$ cat src/rtl/alu_issue_decoder.sv
// RV32I OP/OP-IMM/LUI/AUIPC decode into a one-deep ID/EX register; latency 1 cycle.
// Backpressure: in_ready drops while a held bundle is stalled or flush is asserted.
module alu_issue_decoder #(
  parameter int CNT_W = 8
) (
  input  logic             clk,
  input  logic             rst,
  input  logic             flush,
  input  logic             in_valid,
  output logic             in_ready,
  input  logic [31:0]      instr,
  input  logic [31:0]      pc,
  input  logic [31:0]      rs1_data,
  input  logic [31:0]      rs2_data,
  output logic             out_valid,
  input  logic             out_ready,
  output logic [31:0]      op_a,
  output logic [31:0]      op_b,
  output logic [3:0]       alu_control,
  output logic [4:0]       rd_addr,
  output logic             rd_we,
  output logic             illegal,
  output logic [CNT_W-1:0] illegal_count
);

  localparam logic [3:0] ALU_ADD  = 4'b0000;
  localparam logic [3:0] ALU_SUB  = 4'b0001;
  localparam logic [3:0] ALU_AND  = 4'b0010;
  localparam logic [3:0] ALU_OR   = 4'b0011;
  localparam logic [3:0] ALU_XOR  = 4'b0100;
  localparam logic [3:0] ALU_SLL  = 4'b0101;
  localparam logic [3:0] ALU_SRL  = 4'b0110;
  localparam logic [3:0] ALU_SRA  = 4'b0111;
  localparam logic [3:0] ALU_SLT  = 4'b1000;
  localparam logic [3:0] ALU_SLTU = 4'b1001;

  localparam logic [6:0] OPC_OP     = 7'b0110011;
  localparam logic [6:0] OPC_OP_IMM = 7'b0010011;
  localparam logic [6:0] OPC_LUI    = 7'b0110111;
  localparam logic [6:0] OPC_AUIPC  = 7'b0010111;

  localparam logic [6:0] F7_BASE = 7'b0000000;
  localparam logic [6:0] F7_ALT  = 7'b0100000;

  typedef struct packed {
    logic [31:0] op_a;
    logic [31:0] op_b;
    logic [3:0]  alu_control;
    logic [4:0]  rd_addr;
    logic        rd_we;
    logic        illegal;
  } bundle_t;

  bundle_t          dec_dat;
  bundle_t          stage_dat;
  logic             stage_vld;
  logic [CNT_W-1:0] ill_cnt;
  logic             accept;

  logic [6:0]  opcode;
  logic [2:0]  funct3;
  logic [6:0]  funct7;
  logic [31:0] imm_i;
  logic [31:0] imm_u;
  logic [31:0] shamt;

  assign opcode = instr[6:0];
  assign funct3 = instr[14:12];
  assign funct7 = instr[31:25];
  assign imm_i  = {{20{instr[31]}}, instr[31:20]};
  assign imm_u  = {instr[31:12], 12'b0};
  assign shamt  = {27'b0, instr[24:20]};

  assign in_ready = !flush && (!stage_vld || out_ready);
  assign accept   = in_valid && in_ready;

  always_comb begin
    dec_dat             = '0;
    dec_dat.alu_control = ALU_ADD;
    dec_dat.rd_addr     = instr[11:7];
    unique case (opcode)
      OPC_OP: begin
        dec_dat.op_a = rs1_data;
        dec_dat.op_b = rs2_data;
        if (funct7 == F7_BASE) begin
          unique case (funct3)
            3'b000: dec_dat.alu_control = ALU_ADD;
            3'b001: dec_dat.alu_control = ALU_SLL;
            3'b010: dec_dat.alu_control = ALU_SLT;
            3'b011: dec_dat.alu_control = ALU_SLTU;
            3'b100: dec_dat.alu_control = ALU_XOR;
            3'b101: dec_dat.alu_control = ALU_SRL;
            3'b110: dec_dat.alu_control = ALU_OR;
            default: dec_dat.alu_control = ALU_AND;
          endcase
        end else if (funct7 == F7_ALT && funct3 == 3'b000) begin
          dec_dat.alu_control = ALU_SUB;
        end else if (funct7 == F7_ALT && funct3 == 3'b101) begin
          dec_dat.alu_control = ALU_SRA;
        end else begin
          dec_dat.illegal = 1'b1;
        end
      end
      OPC_OP_IMM: begin
        dec_dat.op_a = rs1_data;
        dec_dat.op_b = imm_i;
        unique case (funct3)
          3'b000: dec_dat.alu_control = ALU_ADD;
          3'b010: dec_dat.alu_control = ALU_SLT;
          3'b011: dec_dat.alu_control = ALU_SLTU;
          3'b100: dec_dat.alu_control = ALU_XOR;
          3'b110: dec_dat.alu_control = ALU_OR;
          3'b111: dec_dat.alu_control = ALU_AND;
          3'b001: begin
            dec_dat.op_b        = shamt;
            dec_dat.alu_control = ALU_SLL;
            dec_dat.illegal     = (funct7 != F7_BASE);
          end
          default: begin
            dec_dat.op_b        = shamt;
            dec_dat.alu_control = (funct7 == F7_ALT) ? ALU_SRA : ALU_SRL;
            dec_dat.illegal     = (funct7 != F7_BASE) && (funct7 != F7_ALT);
          end
        endcase
      end
      OPC_LUI: begin
        dec_dat.op_b = imm_u;
      end
      OPC_AUIPC: begin
        dec_dat.op_a = pc;
        dec_dat.op_b = imm_u;
      end
      default: dec_dat.illegal = 1'b1;
    endcase
    // Illegal bundles still issue, but with neutral operands so EX does nothing harmful.
    if (dec_dat.illegal) begin
      dec_dat.op_a        = '0;
      dec_dat.op_b        = '0;
      dec_dat.alu_control = ALU_ADD;
    end
    dec_dat.rd_we = !dec_dat.illegal && (dec_dat.rd_addr != 5'd0);
  end

  always_ff @(posedge clk) begin
    if (rst) begin
      stage_vld <= 1'b0;
      stage_dat <= '0;
      ill_cnt   <= '0;
    end else if (flush) begin
      stage_vld <= 1'b0;
    end else if (accept) begin
      stage_vld <= 1'b1;
      stage_dat <= dec_dat;
      if (dec_dat.illegal && (ill_cnt != {CNT_W{1'b1}})) begin
        ill_cnt <= ill_cnt + 1'b1;
      end
    end else if (out_ready) begin
      stage_vld <= 1'b0;
    end
  end

  assign out_valid     = stage_vld;
  assign op_a          = stage_dat.op_a;
  assign op_b          = stage_dat.op_b;
  assign alu_control   = stage_dat.alu_control;
  assign rd_addr       = stage_dat.rd_addr;
  assign rd_we         = stage_dat.rd_we;
  assign illegal       = stage_dat.illegal;
  assign illegal_count = ill_cnt;

endmodule

$ cat config.mk
export PLATFORM = sky130hd
export DESIGN_NAME = alu_issue_decoder
export DESIGN_NICKNAME = d
export VERILOG_FILES = /design/src/rtl/alu_issue_decoder.sv
export SDC_FILE = /design/constraint.sdc
export NUM_CORES = 1
export LEC_CHECK = 0
export CAP_MARGIN = 0
export CORE_ASPECT_RATIO = 0.75
export CORE_MARGIN = 1.5
export CORE_UTILIZATION = 40
export DETAILED_ROUTE_END_ITERATION = 8
export PLACE_DENSITY = 0.84
export RECOVER_POWER = 100
export SLEW_MARGIN = 20
export SYNTH_ARGS = -nofsm -noshare
export SYNTH_HDL_FRONTEND = slang
export SYNTH_SLANG_ARGS = --single-unit
$ cat constraint.sdc
create_clock -name clk -period 3.1 [get_ports clk]
set_input_delay 0.62 -clock clk [delete_from_list [all_inputs] [get_ports clk]]
set_output_delay 0.62 -clock clk [all_outputs]
set_load 0.02 [all_outputs]
Word level (Yosys, flattened, before mapping)
Cells that the tools add are included.
{"block": "word_totals", "register_bits": 84, "in_bits": 133, "out_inout_bits": 85}
{"block": "op_classes", "muxes": 18, "add_sub_neg": 1, "n_eq_ne": 14, "reduce_logical": 22, "n_bitwise": 1}
{"op": "32-bit one-hot mux with 3 select lines", "count": 1}
{"op": "68-bit 2-to-1 mux", "count": 1}
{"op": "32-bit one-hot mux with 2 select lines", "count": 1}
{"op": "4-bit one-hot mux with 7 select lines", "count": 2}
{"op": "32-bit 2-to-1 mux", "count": 1}
{"op": "7-bit by 6-bit == test with 1-bit output (second input constant)", "count": 3}
{"op": "7-bit by 5-bit == test with 1-bit output (second input constant)", "count": 2}
{"op": "3-bit == test (second input constant)", "count": 4}
{"op": "8-bit by 1-bit adder with 8-bit output (second input constant)", "count": 1}
{"op": "8-bit != test (second input constant)", "count": 1}
{"op": "4-bit one-hot mux with 2 select lines", "count": 1}
{"op": "1-bit logical AND", "count": 7}
{"op": "7-bit zero test", "count": 1}
{"op": "7-bit by 6-bit != test with 1-bit output (second input constant)", "count": 1}
{"op": "7-bit nonzero test", "count": 1}
{"op": "3-bit by 2-bit == test with 1-bit output (second input constant)", "count": 2}
{"op": "1-bit 2-to-1 mux", "count": 6}
{"op": "3-bit 2-to-1 mux", "count": 2}
{"op": "2-bit OR reduction", "count": 3}
{"op": "6-bit OR reduction", "count": 1}
{"op": "5-bit nonzero test", "count": 1}
{"op": "4-bit 2-to-1 mux", "count": 1}
{"op": "3-bit by 1-bit == test with 1-bit output (second input constant)", "count": 1}
{"op": "1-bit zero test", "count": 3}
{"op": "other kinds (8)", "count": 8}

Longest topological paths before layout
Gate-level depths: netlist (run 1).
{"block": "logic_depth", "depth_word": 8, "ltp_mapped": 8, "mapped_depth_nobuf": 6}

Least setup slack after synthesis (run 1)
Ideal clock, no wire load.
{"block": "synth_path", "kind": "input -> register", "start": "input out_ready", "end": "register ill_cnt[7], in the netlist illegal_count[7]", "cell_stages": 5, "required_ns": 2.977, "path_slack_ns": 0.962, "arrival_ns": 2.015, "path_cell_list": "nand2b_1 > nand3_1 > or4b_2 > a21oi_1 > mux2_1"}
{"block": "synth_via", "elab_chain_cells": 4}
{"item": "start, declared", "line": "16", "rtl": "input logic out_ready,"}
{"item": "1-bit logical OR", "line": "74", "rtl": "assign in_ready = !flush && (!stage_vld || out_ready);"}
{"item": "1-bit logical AND", "line": "74"}
{"item": "1-bit logical AND", "line": "75", "rtl": "assign accept = in_valid && in_ready;"}
{"item": "3-bit AND reduction (no source line)"}
{"item": "end signal, assigned", "line": "155", "rtl": "ill_cnt <= ill_cnt + 1'b1;"}
{"item": "end, declared", "line": "57", "rtl": "logic [CNT_W-1:0] ill_cnt;"}
No other way between the ends.
A chain may end at the register's enable or synchronous reset.

Final worst setup path (run 1)
{"block": "layout_path", "start": "input instr[26]", "end": "register stage_dat, in the netlist op_b[6]"}
{"block": "layout_via", "elab_chain_cells": 7}
{"item": "start, declared", "line": "11", "rtl": "input logic [31:0] instr,"}
{"item": "7-bit by 6-bit == test with 1-bit output", "line": "96, 98"}
{"item": "1-bit logical AND", "line": "98", "rtl": "end else if (funct7 == F7_ALT && funct3 == 3'b101) begin"}
{"item": "1-bit 2-to-1 mux", "line": "98"}
{"item": "1-bit 2-to-1 mux", "line": "96", "rtl": "end else if (funct7 == F7_ALT && funct3 == 3'b000) begin"}
{"item": "1-bit 2-to-1 mux", "line": "85", "rtl": "if (funct7 == F7_BASE) begin"}
{"item": "1-bit one-hot mux with 3 select lines", "line": "81", "rtl": "unique case (opcode)"}
{"item": "68-bit 2-to-1 mux (*)", "line": "136", "rtl": "if (dec_dat.illegal) begin"}
{"item": "end signal, assigned", "line": "153", "rtl": "stage_dat <= dec_dat;"}
{"item": "end, declared", "line": "55", "rtl": "bundle_t stage_dat;"}
Every way passes the cells marked *; elsewhere a longest branch is shown, timed or not.

==> impl_metrics.ini, run 1 <==
[finish]
regArea_um2 = 1680
area_growth_pct = 69.4
layout-drive-gt1-share_pct = 6.33
final_cell_mix = clkdlybuf4s50_1, dlygate4sd3_1, dfxtp_1
fin_area_um2 = 6430
n_antenna_cell = 0
num-fill-cells = 728
final_common_cell = clkdlybuf4s50_1
nets = 792
final_util_pct = 70.5
multi_input_area_um2 = 1930

[detailed_routing]
remaining_drc_errors = 0
drt_iter0_markers = 213
wirelength_um = 12900
firstDrtPassIters = 5
vias_per_cell = 5.30
wire_per_inst_um = 16.3
ant_nets = 0
vias = 4190

[critical_path]
crit_path_top_delay_cell = dlygate4sd3_1
crit_chain = dlygate4sd3_1 -> nor4_1 -> buf_4 -> nand2_1 -> o21ai_1 -> buf_12 -> nand4_1 -> clkbuf_2 -> o21ai_0
worstSetupPathType = primary input to register
cp-start-kind = primary input
cp.arrival_ps = 2980
slowest_delay_ps = 580
crit_fanout = 13
critPathCaptureType = register
critical_path_required_ps = 3350

[clock_tree]
clock-sinks = 84
cts_made_buffers = 9
clkTransAtPathRegs_ps = 60
cts_hold_buf = 0
cts_setup_buffers = 0
cts_tree = yes
root_buffer = clkbuf_16
clkLatencyLatePin_ps = 330
cts-resized-gates = 0
htree_levels = 3
clockBufferDepth = 2

[floorplanning]
io_pins = 218
die_area_um2 = 10100
start_util_pct = 41.6
num_rows = 30
die_h_um = 87.4
coreArea_um2 = 9120
die_w_um = 115

[flow_run]
cap_violations = 0

[grt]
grt_pass1_vias = 4220
antenna_found_initial = 0
grt_max_degree = 37
grtUsageTotal_pct = 24.9
grt_overflow_total = 0
grt_pass1_wl_um = 20000

[timing]
fin_skew_ps = 4.47
slew_viol_final = 0
rsz0062_at_grt = no
hold_slack_ps = 444
finalCritPeriodShare_pct = 88.0
fin_crit_ps = 2730
max_slew_margin_pct = 47.7
setup_violations = 0
tightest_slew_ps = 785
tns_ps = 0
max_freq_mhz = 367
final-hold-violation-count = 0

[logic_synthesis]
yosysSeqAreaShare_pct = 44.3
ys.flop_type = dfxtp_1
yosysTopAreaCellShare_pct = 44.3
synth-edff-count = 0
netlist_area_um2 = 3800
async_reset_ff_share_pct = 0
yosysWarnings = 0
syn_avg_cell_area_um2 = 8.40
syn-num-nets = 586
ys_ff_latch = 84
syn_inst = 452
synth.area.top_cells = dfxtp_1, a22oi_1, o21ai_0
synth_largest_area_cell = dfxtp_1
synth.distinct_cells = 48

[pwr]
vdd_drop_max_uv = 328
p_leak_nw = 2.60
power.density_nw_per_um2 = 391

[placement]
io_buffers = 217
placed_cell_area_um2 = 6140
finalWeightedCongestion = 0.851
dp_hpwl_um = 9560

[min_path]
min_path_type = register to register

[run_status]
outcome = finished, final reports clean
-- synthesized netlist by cell type, types with 7 or more instances --
master    count
nor2_1       21
nor2b_1      10
dfxtp_1      84
a21oi_1      20
mux2i_1       7
clkbuf_1     23
o21ai_0      61
a22o_1       21
nand2_1      75
a22oi_1      51
buf_2        10
o21ai_1       9
-- layout make-up --
cell class | instances | share of cell area [%]
clock buffers | 11 | 3.93
clock inverters | 5 | 0.934
inverters | 2 | 0.117
multi-input cells | 325 | 30.0
flip-flops and latches | 84 | 26.1
well taps | 128 | 2.49
repair buffers | 236 | 36.4
-- worst max-delay path: cells and delay by family --
kind                   cells  cell delay, ps
buffers and inverters      4            1190
AO/OA/AOI/OAI              2             500
AND/OR/NAND/NOR            3             670
-- kinds of logic after synthesis --
family	Yosys count	share of synthesized area, %
AO/OA/AOI/OAI	172	29.4
AND/OR/NAND/NOR	138	17.1
flip-flops	84	44.3
buffers and inverters	43	5.08
multiplexers	13	3.63
XOR/XNOR	1	0.231
adder cells (fa/ha/maj)	1	0.330
-- metrics by stage --
stage / power, mW / std cells / setup WS [ps]
2_1_floorplan: 1.22 / 452 / 962
3_3_place_gp: 1.43 / 775 / 242
3_5_place_dp: 1.44 / 775 / 245
4_1_cts: 2.54 / 791 / 557
5_1_grt: 2.61 / 791 / 231
6_report: 2.51 / 791 / 372
-- state kept, by name, summed over array words and instances (netlist names) --
| register | count |
|---|---|
| rd_addr | 5 |
| illegal_count | 8 |
| op_a | 32 |
| rd_we | 1 |
| alu_control | 4 |
| illegal | 1 |
| op_b | 32 |
| out_valid | 1 |
-- worst paths after layout --
check                   startpoint               end  slack [ps]  cells past startpoint
setup / recovery         instr[26]           op_b[6]         370                      9
hold / removal             op_a[1]           op_a[1]         440                      2
setup reg to reg  illegal_count[0]  illegal_count[7]         940                      6
hold reg to reg            op_a[1]           op_a[1]         440                      2
-- report_power, final --
group / switching, mW / internal, mW / leakage, nW
clock: 0.427 / 0.669 / 0.152
sequential: 0.00412 / 1.09 / 0.677
combinational: 0.127 / 0.199 / 1.77
-- layer usage --
metal | track usage, % | vias up | routed length [um]
met5 | 0 | - | 0
met4 | 6.40 | 0 | 189
met3 | 7.24 | 19 | 1020
met2 | 43.9 | 156 | 6200
met1 | 29.9 | 1968 | 5500
li1 | - | 2047 | -
Power figures use the tool's default switching activity.
==> run 2, diff against run 1 <==
- CORE_MARGIN: 1.5 -> 4
- REMOVE_ABC_BUFFERS: not set -> 1
- SLEW_MARGIN: 20 -> not set
==> impl_metrics.ini, run 2 (synthesized netlist as in run 1, its figures left out) <==
[run_status]
outcome = finished, final reports clean

[clock_tree]
clockBufferDepth = 2
cts_made_buffers = 9
clock-sinks = 84
htree_levels = 3
root_buffer = clkbuf_16
cts_tree = yes
cts_hold_buf = 0
clkLatencyLatePin_ps = 330
cts-resized-gates = 0
clkTransAtPathRegs_ps = 60
cts_setup_buffers = 0

[finish]
final_common_cell = clkdlybuf4s50_1
nets = 791
n_antenna_cell = 0
regArea_um2 = 1680
area_growth_pct = 68.2
layout-drive-gt1-share_pct = 5.89
num-fill-cells = 766
final_cell_mix = clkdlybuf4s50_1, dlygate4sd3_1, dfxtp_1
final_util_pct = 69.7
multi_input_area_um2 = 1910

[timing]
max_slew_margin_pct = 32.6
tightest_slew_ps = 1010
setup_violations = 0
fin_crit_ps = 2670
rsz0062_at_grt = no
finalCritPeriodShare_pct = 86.0
worst_slack_ps = 432
max_freq_mhz = 375
final-hold-violation-count = 0
fin_skew_ps = 8.36
slew_viol_final = 0
hold_slack_ps = 447

[floorplanning]
die_area_um2 = 11100
die_w_um = 120
io_pins = 218
coreArea_um2 = 9160
num_rows = 30
start_util_pct = 41.4
die_h_um = 92.4

[detailed_routing]
drt_iter0_markers = 240
wire_per_inst_um = 17.9
ant_nets = 0
wirelength_um = 14200
vias_per_cell = 5.41
vias = 4277
remaining_drc_errors = 0
firstDrtPassIters = 5

[critical_path]
cp.arrival_ps = 2890
worstSetupPathType = primary input to register
rr_worst_depth = 6
crit_buf_inv = 2
slowest_delay_ps = 750
critical_path_required_ps = 3320
r2r_end = illegal_count[7]
crit_family = buffers and inverters
crit_path_top_delay_cell = dlygate4sd3_1
crit_chain = dlygate4sd3_1 -> nand2b_1 -> nor3_2 -> o21ai_0 -> and3_1 -> clkbuf_2 -> a32o_1
r2r_slack_ps = 930
crit_fanout = 22
r2r-start = illegal_count[0]
cp-start-kind = primary input
critical_path.startpoint = instr[12]
critPathCaptureType = register
cp.depth = 7

[pwr]
vdd_drop_max_uv = 231
power.density_nw_per_um2 = 389
p_leak_nw = 2.57
p_total_mw = 2.48

[placement]
pre_cts_ws_ps = 231
dp_hpwl_um = 10600
finalWeightedCongestion = 0.889
io_buffers = 217

[grt]
grt_overflow_total = 0
grt_pass1_wl_um = 22100
antenna_found_initial = 0
grt_max_degree = 38
grt_pass1_vias = 4364
grtUsageTotal_pct = 24.7

[min_path]
hold_depth = 2
min_path_type = register to register
min_to = op_b[9]
hp-start = op_b[9]

[flow_run]
cap_violations = 0
run 2: worst min-delay path: stages (launching register included):
cell,delay (ps)
dfxtp_1,320
nand2_1,40
o21ai_0,50
run 2: power breakdown:
group	internal [mW]	total, mW	switching, mW
sequential	1.09	1.09	0.00406
combinational	0.197	0.328	0.131
clock	0.628	1.07	0.438
run 2: per-stage QoR:
step                      area (um2)  std cells  setup TNS [ps]
after floorplan                 3610        411          -28770
after global placement          6120        774               0
after detailed placement        6120        774               0
after CTS                       6410        790               0
after global routing            6380        790               0
final                           6380        790               0
run 2: worst max path at each step:
stage,slack (ps),end
2_1_floorplan,-500,op_b[11]
3_3_place_gp,320,op_a[29]
3_5_place_dp,230,op_a[11]
4_1_cts,580,op_a[28]
5_1_grt,260,op_a[14]
6_report,430,alu_control[1]
run 2: layout make-up:
class                           instances  share of cell area, %
Clock inverter                          5                  0.960
Clock buffer                           11                   3.65
Inverter                                2                  0.118
Multi-Input combinational cell        325                   30.0
Sequential cell                        84                   26.3
Tap cell                              128                   2.51
Timing Repair Buffer                  235                   36.4
run 2: metal layers:
metal	track usage (%)	up-vias	share of wire, %	routed length [um]
li1	-	2044	-	-
met1	27.2	1965	38	5360
met2	42.1	233	47	6720
met3	11.4	35	12	1690
met4	8.77	0	2.7	382
met5	0	-	0	0
==> run 3, diff against run 2 <==
- TNS_END_PERCENT: not set -> 10
==> results of run 3 <==
No change in the layout: final DEF, timing and power equal those of run 2.
